**src/rtl/word_select_arb.sv**
```systemverilog
// Registered N-way word selector with valid/ready handshakes.
// Picks one of NUM_SRC sources, by explicit select (mode = 0) or
// round-robin (mode = 1), into a one-entry output register.
//
// Ports:
//   clk        rising-edge clock
//   rst        synchronous reset, active-high
//   mode       0 = explicit select, 1 = round-robin
//   select     source index used when mode = 0
//   src_valid  per-source word valid
//   src_data   source i at bits [i*WIDTH +: WIDTH]
//   src_ready  per-source accept (one-hot or zero), combinational
//   out_valid  output register holds a word
//   out_data   registered selected word
//   out_src    index of the source that supplied out_data
//   out_ready  consumer accepts out_data
module word_select_arb #(
  parameter int unsigned WIDTH   = 32,
  parameter int unsigned NUM_SRC = 4,
  localparam int unsigned SEL_W  = $clog2(NUM_SRC)
) (
  input  logic                     clk,
  input  logic                     rst,
  input  logic                     mode,
  input  logic [SEL_W-1:0]         select,
  input  logic [NUM_SRC-1:0]       src_valid,
  input  logic [NUM_SRC*WIDTH-1:0] src_data,
  output logic [NUM_SRC-1:0]       src_ready,
  output logic                     out_valid,
  output logic [WIDTH-1:0]         out_data,
  output logic [SEL_W-1:0]         out_src,
  input  logic                     out_ready
);

  logic [SEL_W-1:0] rr_ptr;
  logic             grant_vld;
  logic [SEL_W-1:0] grant_idx;
  logic             can_accept;
  logic             xfer_in;
  logic [WIDTH-1:0] sel_data;
  int unsigned      pos;

  // A drain and a load may happen in the same cycle.
  assign can_accept = !out_valid || out_ready;
  // Nothing is accepted while reset is asserted.
  assign xfer_in    = grant_vld && can_accept && !rst;

  always_comb begin
    grant_vld = 1'b0;
    grant_idx = '0;
    pos       = 0;
    if (!mode) begin
      // An out-of-range select matches no source, so it never grants.
      for (int unsigned i = 0; i < NUM_SRC; i++) begin
        if (SEL_W'(i) == select && src_valid[i]) begin
          grant_vld = 1'b1;
          grant_idx = SEL_W'(i);
        end
      end
    end else begin
      // Scan rr_ptr, rr_ptr+1, ... with wrap; first valid source wins.
      for (int unsigned k = 0; k < NUM_SRC; k++) begin
        pos = int'(rr_ptr) + k;
        if (pos >= NUM_SRC) pos = pos - NUM_SRC;
        for (int unsigned i = 0; i < NUM_SRC; i++) begin
          if (!grant_vld && i == pos && src_valid[i]) begin
            grant_vld = 1'b1;
            grant_idx = SEL_W'(i);
          end
        end
      end
    end
  end

  always_comb begin
    src_ready = '0;
    sel_data  = '0;
    for (int unsigned i = 0; i < NUM_SRC; i++) begin
      if (SEL_W'(i) == grant_idx) begin
        src_ready[i] = xfer_in;
        sel_data     = src_data[i*WIDTH +: WIDTH];
      end
    end
  end

  always_ff @(posedge clk) begin
    if (rst) begin
      out_valid <= 1'b0;
      out_data  <= '0;
      out_src   <= '0;
      rr_ptr    <= '0;
    end else begin
      if (xfer_in) begin
        out_valid <= 1'b1;
        out_data  <= sel_data;
        out_src   <= grant_idx;
        // Pointer only advances on round-robin loads so mode 0 leaves it parked.
        if (mode) begin
          rr_ptr <= (grant_idx == SEL_W'(NUM_SRC - 1)) ? '0 : grant_idx + 1'b1;
        end
      end else if (out_ready) begin
        out_valid <= 1'b0;
      end
    end
  end

endmodule

```
**config.mk**
```make
export PLATFORM = sky130hd
export DESIGN_NAME = word_select_arb
export DESIGN_NICKNAME = d
export VERILOG_FILES = /design/src/rtl/word_select_arb.sv
export SDC_FILE = /design/constraint.sdc
export NUM_CORES = 1
export LEC_CHECK = 0
export ABC_AREA = 1
export CAP_MARGIN = 10
export CORE_ASPECT_RATIO = 0.7
export CORE_MARGIN = 2
export CORE_UTILIZATION = 30
export CTS_CLUSTER_DIAMETER = 100
export DETAILED_ROUTE_END_ITERATION = 10
export PLACE_DENSITY = 0.69
export REMOVE_ABC_BUFFERS = 1
export SETUP_SLACK_MARGIN = 0.1
export SYNTH_ARGS = -nofsm -noshare
export SYNTH_HDL_FRONTEND = slang
export SYNTH_SLANG_ARGS = --single-unit
```
**constraint.sdc**
```tcl
create_clock -name clk -period 4.78 [get_ports clk]
set_input_delay 0.717 -clock clk [delete_from_list [all_inputs] [get_ports clk]]
set_output_delay 0.717 -clock clk [all_outputs]
set_load 0.01 [all_outputs]
```
* Word-level counts from Yosys, hierarchy flattened *
Cells that the tools add are included.

storage, ports and cells
  flip-flop bits (word level) = 37
  output and inout bits = 39
  input port bits = 138

cells by class
  add/subtract/negate cells = 8
  multiplexer cells = 74
  reduce and logical (&&, ||, !) cells = 63
  eq/ne operators = 19
  magnitude comparators = 4

operators by type and width
  kind                                                                count
  2-to-1 mux 32 bit                                                   12
  equality test 2 x 32 -> 1 bit (first input constant)                8
  equality test 1 x 32 -> 1 bit (first input constant)                4
  zero test 32 bit                                                    4
  2-to-1 mux 1 bit                                                    44
  logical AND 1 bit                                                   37
  2-to-1 mux 2 bit                                                    18
  zero test 1 bit                                                     17
  subtractor 3 x 3 -> 4 bit (second input constant)                   3
  greater-or-equal comparator 3 bit (second input constant)           3
  equality test 2 bit (first input constant)                          4
  adder 2 x 2 -> 3 bit (second input constant)                        2
  equality test 1 x 2 -> 1 bit (first input constant)                 2
  zero test 2 bit                                                     2
  subtractor 2 x 3 -> 4 bit (second input constant)                   1
  adder 2 x 1 -> 3 bit (second input constant)                        1
  greater-or-equal comparator 2 x 3 -> 1 bit (second input constant)  1
  adder 2 x 1 -> 2 bit (second input constant)                        1
  equality test 2 bit (second input constant)                         1
  AND reduction 2 bit                                                 1
  nonzero test 2 bit                                                  1
  logical OR 1 bit                                                    1

* Longest topological paths before layout *
  depth in word-level cells = 87
  depth in mapped cells = 25
  depth with buffers taken out = 23

* Worst setup path after synthesis *
OpenSTA, ideal clock, no wires.

  path kind = input to output
  start = input port src_valid[1]
  end = output port src_ready[3]
  path buffers = 2
  arrival time = 2786 ps
  stages = 18
  slack = 1277 ps
  cell sequence = nand3_1 > nand2_1 > nor2_1 > nand4_1 > nor2_1 > nor3_1 > nand2_1 > nor2_1 > nand2_1 > nor2_1 > nand2_1 > nand2_1 > inv_1 > ha_1 > inv_1 > clkbuf_1 > buf_1 > nor2_1

on the way
  elaborated cells on any way between the ends = 100
  classes of those cells = eq/ne: 1; mux: 53; reduce/logical: 46

RTL lines
  item                             line  source
  start, declared                  26    input logic [NUM_SRC-1:0] src_valid,
  logical AND 1 bit                66    if (!grant_vld && i == pos && src_valid[i]) begin
  2-to-1 mux 1 bit                 66
  2-to-1 mux 1 bit                 52    if (!mode) begin
  zero test 1 bit                  66
  logical AND 1 bit (2 in series)  66
  2-to-1 mux 1 bit                 66
  2-to-1 mux 1 bit                 52
  zero test 1 bit                  66
  (+58 left out)                   --
  2-to-1 mux 1 bit                 52
  zero test 1 bit                  66
  logical AND 1 bit (2 in series)  66
  2-to-1 mux 2 bit                 66
  2-to-1 mux 2 bit (*)             52
  via grant_idx[0]                 37    logic [SEL_W-1:0] grant_idx;
  equality test 2 bit (*)          79    if (SEL_W'(i) == grant_idx) begin
  2-to-1 mux 1 bit (*)             79
  end, declared                    28    output logic [NUM_SRC-1:0] src_ready,

Mark *: on every way through the listed nets, which the timed path passes. The rest lies on a longest branch. The select of a mux whose other input is x is not followed.

* Final worst setup path *
  start = input port src_valid[3]
  end = output port src_ready[1]

on the way
  elaborated cells on any way between the ends = 84
  classes of those cells = eq/ne: 1; mux: 43; reduce/logical: 40

RTL lines
  item                              line
  logical AND 1 bit                 66
  2-to-1 mux 1 bit                  66
  2-to-1 mux 1 bit                  52
  zero test 1 bit                   66
  logical AND 1 bit (2 in series)   66
  2-to-1 mux 1 bit                  66
  2-to-1 mux 1 bit                  52
  zero test 1 bit                   66
  (+48 left out)                    --
  2-to-1 mux 1 bit                  52
  zero test 1 bit                   66
  logical AND 1 bit (2 in series)   66
  2-to-1 mux 2 bit                  66
  2-to-1 mux 2 bit (*)              52
  via grant_idx[0]                  37
  equality test 1 x 2 -> 1 bit (*)  79
  2-to-1 mux 1 bit (*)              79

Marks and branches as above.

==> impl_results.md <==
* Core Box Area at 9180 µm²
* Slowest cell delay on critical path at approximately 0.59 ns
* Area growth, synth to finish at 68.2%
* Power Total at roughly 1.4 mW
* Die Span X at between 100 and 150 µm
* Wirelength, routed at between 10000 and 15000 µm
* Sequential area share after synthesis at 0.258
* Worst hold path class: reg -> reg
* Total grt overflow at 0
* EDFF count, synth at 0
* Worst rel slew slack at 0.469
* Async set or reset register ratio after synthesis at 0
* Layout cells sized above 1 at 0.100
* Synthesized cell area at 2880 µm²
* DIE AREA at between 10000 and 15000 µm²
* Initial antenna violation count at 0
* Worst R2R Setup Slack at roughly 1.5 ns
* Met3 routed WL at 1250 µm
* Critical path endpoint category: output pin
* Num ports at 177
* Worst skew pair latency at 0.28 ns
* Critical Path AT at 3.67 ns
* Pwr/cell area at 288 nW/µm²
* Total area of sequential cells at 741 µm²
* Syn Area/Cell at between 6 and 7 µm²
* Placed cells at 716
* I/O Buffers at 176
* Initial Util at 0.313
* DRC at 0
* Yosys reg bits at 37
* Maximum VDD drop at 0.199 mV
* Tcrit/Tclk final at 0.917
* Synth top area cells: dfxtp_1, nand2_1, o211ai_2, nand3_1, a21oi_1
* Top Metal Used: met4
* Number of CTS-inserted buffers at 5
* Global-route wire length before repair at 17300 µm
* Routed met1 length at between 4000 and 5000 µm
* P_leak at 2.18 nW
* Largest net degree at the start of global routing at 65
* CP max stage cell: clkdlybuf4s50_1
* Clk root buf: clkbuf_16
* Clock sinks at 37
* WP buf/inv at 4
* Worst Max-Slew Pin Slew at 0.796 ns
* Crit path top cell by count: nand2_1
* Setup Viol. Count Final at 0
* WL met2 at a little over 5000 µm
* Die Ht at 85.9 µm
* DP Worst Slack at approximately 0.44 ns
* Detail Route Antenna Nets at 0
* Routed len/inst at 15.4 µm
* Final Max Tran Viols at 0
* Worst-path cell chain: clkdlybuf4s50_1, nand3_1, nand2_1, nor2_2, nand4_1, nor2_2, nand4_2, nor2_4, nand4_1, nand2_1, nand2_1, inv_1, ha_1, inv_1, nor2_1, clkdlybuf4s50_1
* Clock-pin slew on the worst setup and hold paths at 0.06 ns
* First-pass DRT Iterations at 4
* Worst endpoint required time at roughly 4 ns
* Startpoint Class: input pin
* Max clock buf depth at 2
* RSZ-0062 raised after global routing: false
* Slack of the critical path at between 0.3 and 0.4 ns
* Type of the worst setup path: in -> out
* Vias/cell at 5.04
* Footprint of the multi-input gates at roughly 1900 µm²
* Crit path max fanout at 6
* Clock Skews at 0.00432 ns
* # nets final at 741
* Cell taking the most area after synthesis: dfxtp_1
* Hold Vio Cnt, Final at 0
* GP Congestion at 0.801
* Min Clock Period, post-route at ~4.4 ns
* Main flop type after synthesis: dfxtp_1
* Top cell type's share of synthesized area at 0.258
* Antenna Cells at 0
* Hold buffer count at cts at 0
* Synthesized instance count at 444
* Vias in the first global route at 3459
* FMAX at 228 MHz
* Number of max-cap violations at 0
* CTS tree: done
* Initial drt markers at 159
* Fillers at ~910
* Num rows at 29
* Ys Warns at 0
* Htree depth at 2
* Setup TNS at 0 ns
* Library cells used by synthesis at 27
* Vias post-DR at roughly 3700
* Status: completed
* GRT Util Overall at 0.207
* Post-Layout Cell Count at a little over 700
* Post-DP HPWL at 8090 µm
* CP delay by family, top: simple AND/OR/NAND/NOR gates
==> tightest hold or removal path: stages, from the launching register on <==
cell and delay [ns]:
dfxtp_1 0.31, nand3_1 0.07, nand2_1 0.05
==> where the power goes <==
group | internal, mW | total, mW | switching, mW
clock | 0.221 | 0.343 | 0.123
sequential | 0.365 | 0.396 | 0.0305
combinational | 0.314 | 0.654 | 0.340
total | 0.900 | 1.39 | 0.493
==> state kept, by name, indices dropped and copies added, names as in the netlist <==
signal / count
out_data: 32
out_src: 2
out_valid: 1
rr_ptr: 2
==> synth_stat cells, types with 2 or more instances <==
| library cell | count |
|---|---|
| nand2_1 | 121 |
| nand3_1 | 74 |
| dfxtp_1 | 37 |
| a21oi_1 | 33 |
| o21ai_0 | 33 |
| o211ai_2 | 30 |
| inv_1 | 23 |
| clkbuf_1 | 22 |
| nor2_1 | 22 |
| nor3_1 | 7 |
| buf_1 | 6 |
| nand4_1 | 6 |
| buf_4 | 4 |
| ha_1 | 4 |
| buf_6 | 3 |
| inv_2 | 3 |
| nand2_2 | 2 |
| nand3_2 | 2 |
| nand4_2 | 2 |
| nor2_2 | 2 |
| o211ai_1 | 2 |
==> what timing repair did <==
action | 4_1_cts | 5_1_grt
buffers inserted | 0 | 0
gates resized for setup | 0 | 1
setup endpoints to repair | 0 | 1
==> routing by layer <==
layer  track usage  vias up
li1              -     1821
met1         0.251     1627
met2         0.358      181
met3        0.0698       22
met4        0.0433        0
met5             0        -
==> per-stage QoR <==
step                       util  hold WS [ns]  instance area (µm²)
after floorplan               -         0.494                 2710
after global placement    0.509         0.458                 4680
after detailed placement  0.509         0.461                 4680
after CTS                 0.527         0.471                 4830
after global routing      0.527         0.489                 4840
final                     0.527         0.467                 4840
==> path summary, 6_finish.rpt <==
check / start / cells after the start / to
worst min register to register: out_data[31]$_SDFFE_PP0P_ / 2 / out_data[31]$_SDFFE_PP0P_
worst max register to register: rr_ptr[1]$_SDFFE_PP0P_ / 18 / out_data[30]$_SDFFE_PP0P_
worst max-delay path: src_valid[3] / 16 / src_ready[1]
worst min-delay path: out_data[31]$_SDFFE_PP0P_ / 2 / out_data[31]$_SDFFE_PP0P_
==> cell usage in the layout, fill, tap and decap left out, types with 5 or more instances in the layout <==
master,count
clkdlybuf4s50_1,175
nand2_1,121
nand3_1,74
dfxtp_1,37
a21oi_1,33
o21ai_0,33
o211ai_2,30
inv_1,22
nor2_1,22
nor3_1,7
buf_4,7
nand4_1,6
clkbuf_16,5
==> final cells by class <==
type,count,share of cell area
tap,124,0.0321
inverter,27,0.0215
clock inverter,1,0.00103
clock buffer,7,0.0316
multi-input combinational,345,0.385
timing repair buffer,183,0.376
sequential,37,0.153
==> cells by family (layout without fill, tap and decap cells) <==
logic type,after synthesis,in the layout,synth area share
AND/OR/NAND/NOR,241,241,0.376
AO/OA/AOI/OAI,100,100,0.255
buffers and inverters,62,218,0.0949
flip-flops,37,37,0.258
adder cells (fa/ha/maj),4,4,0.0174
Note: power is estimated with default switching activity, not from simulation.
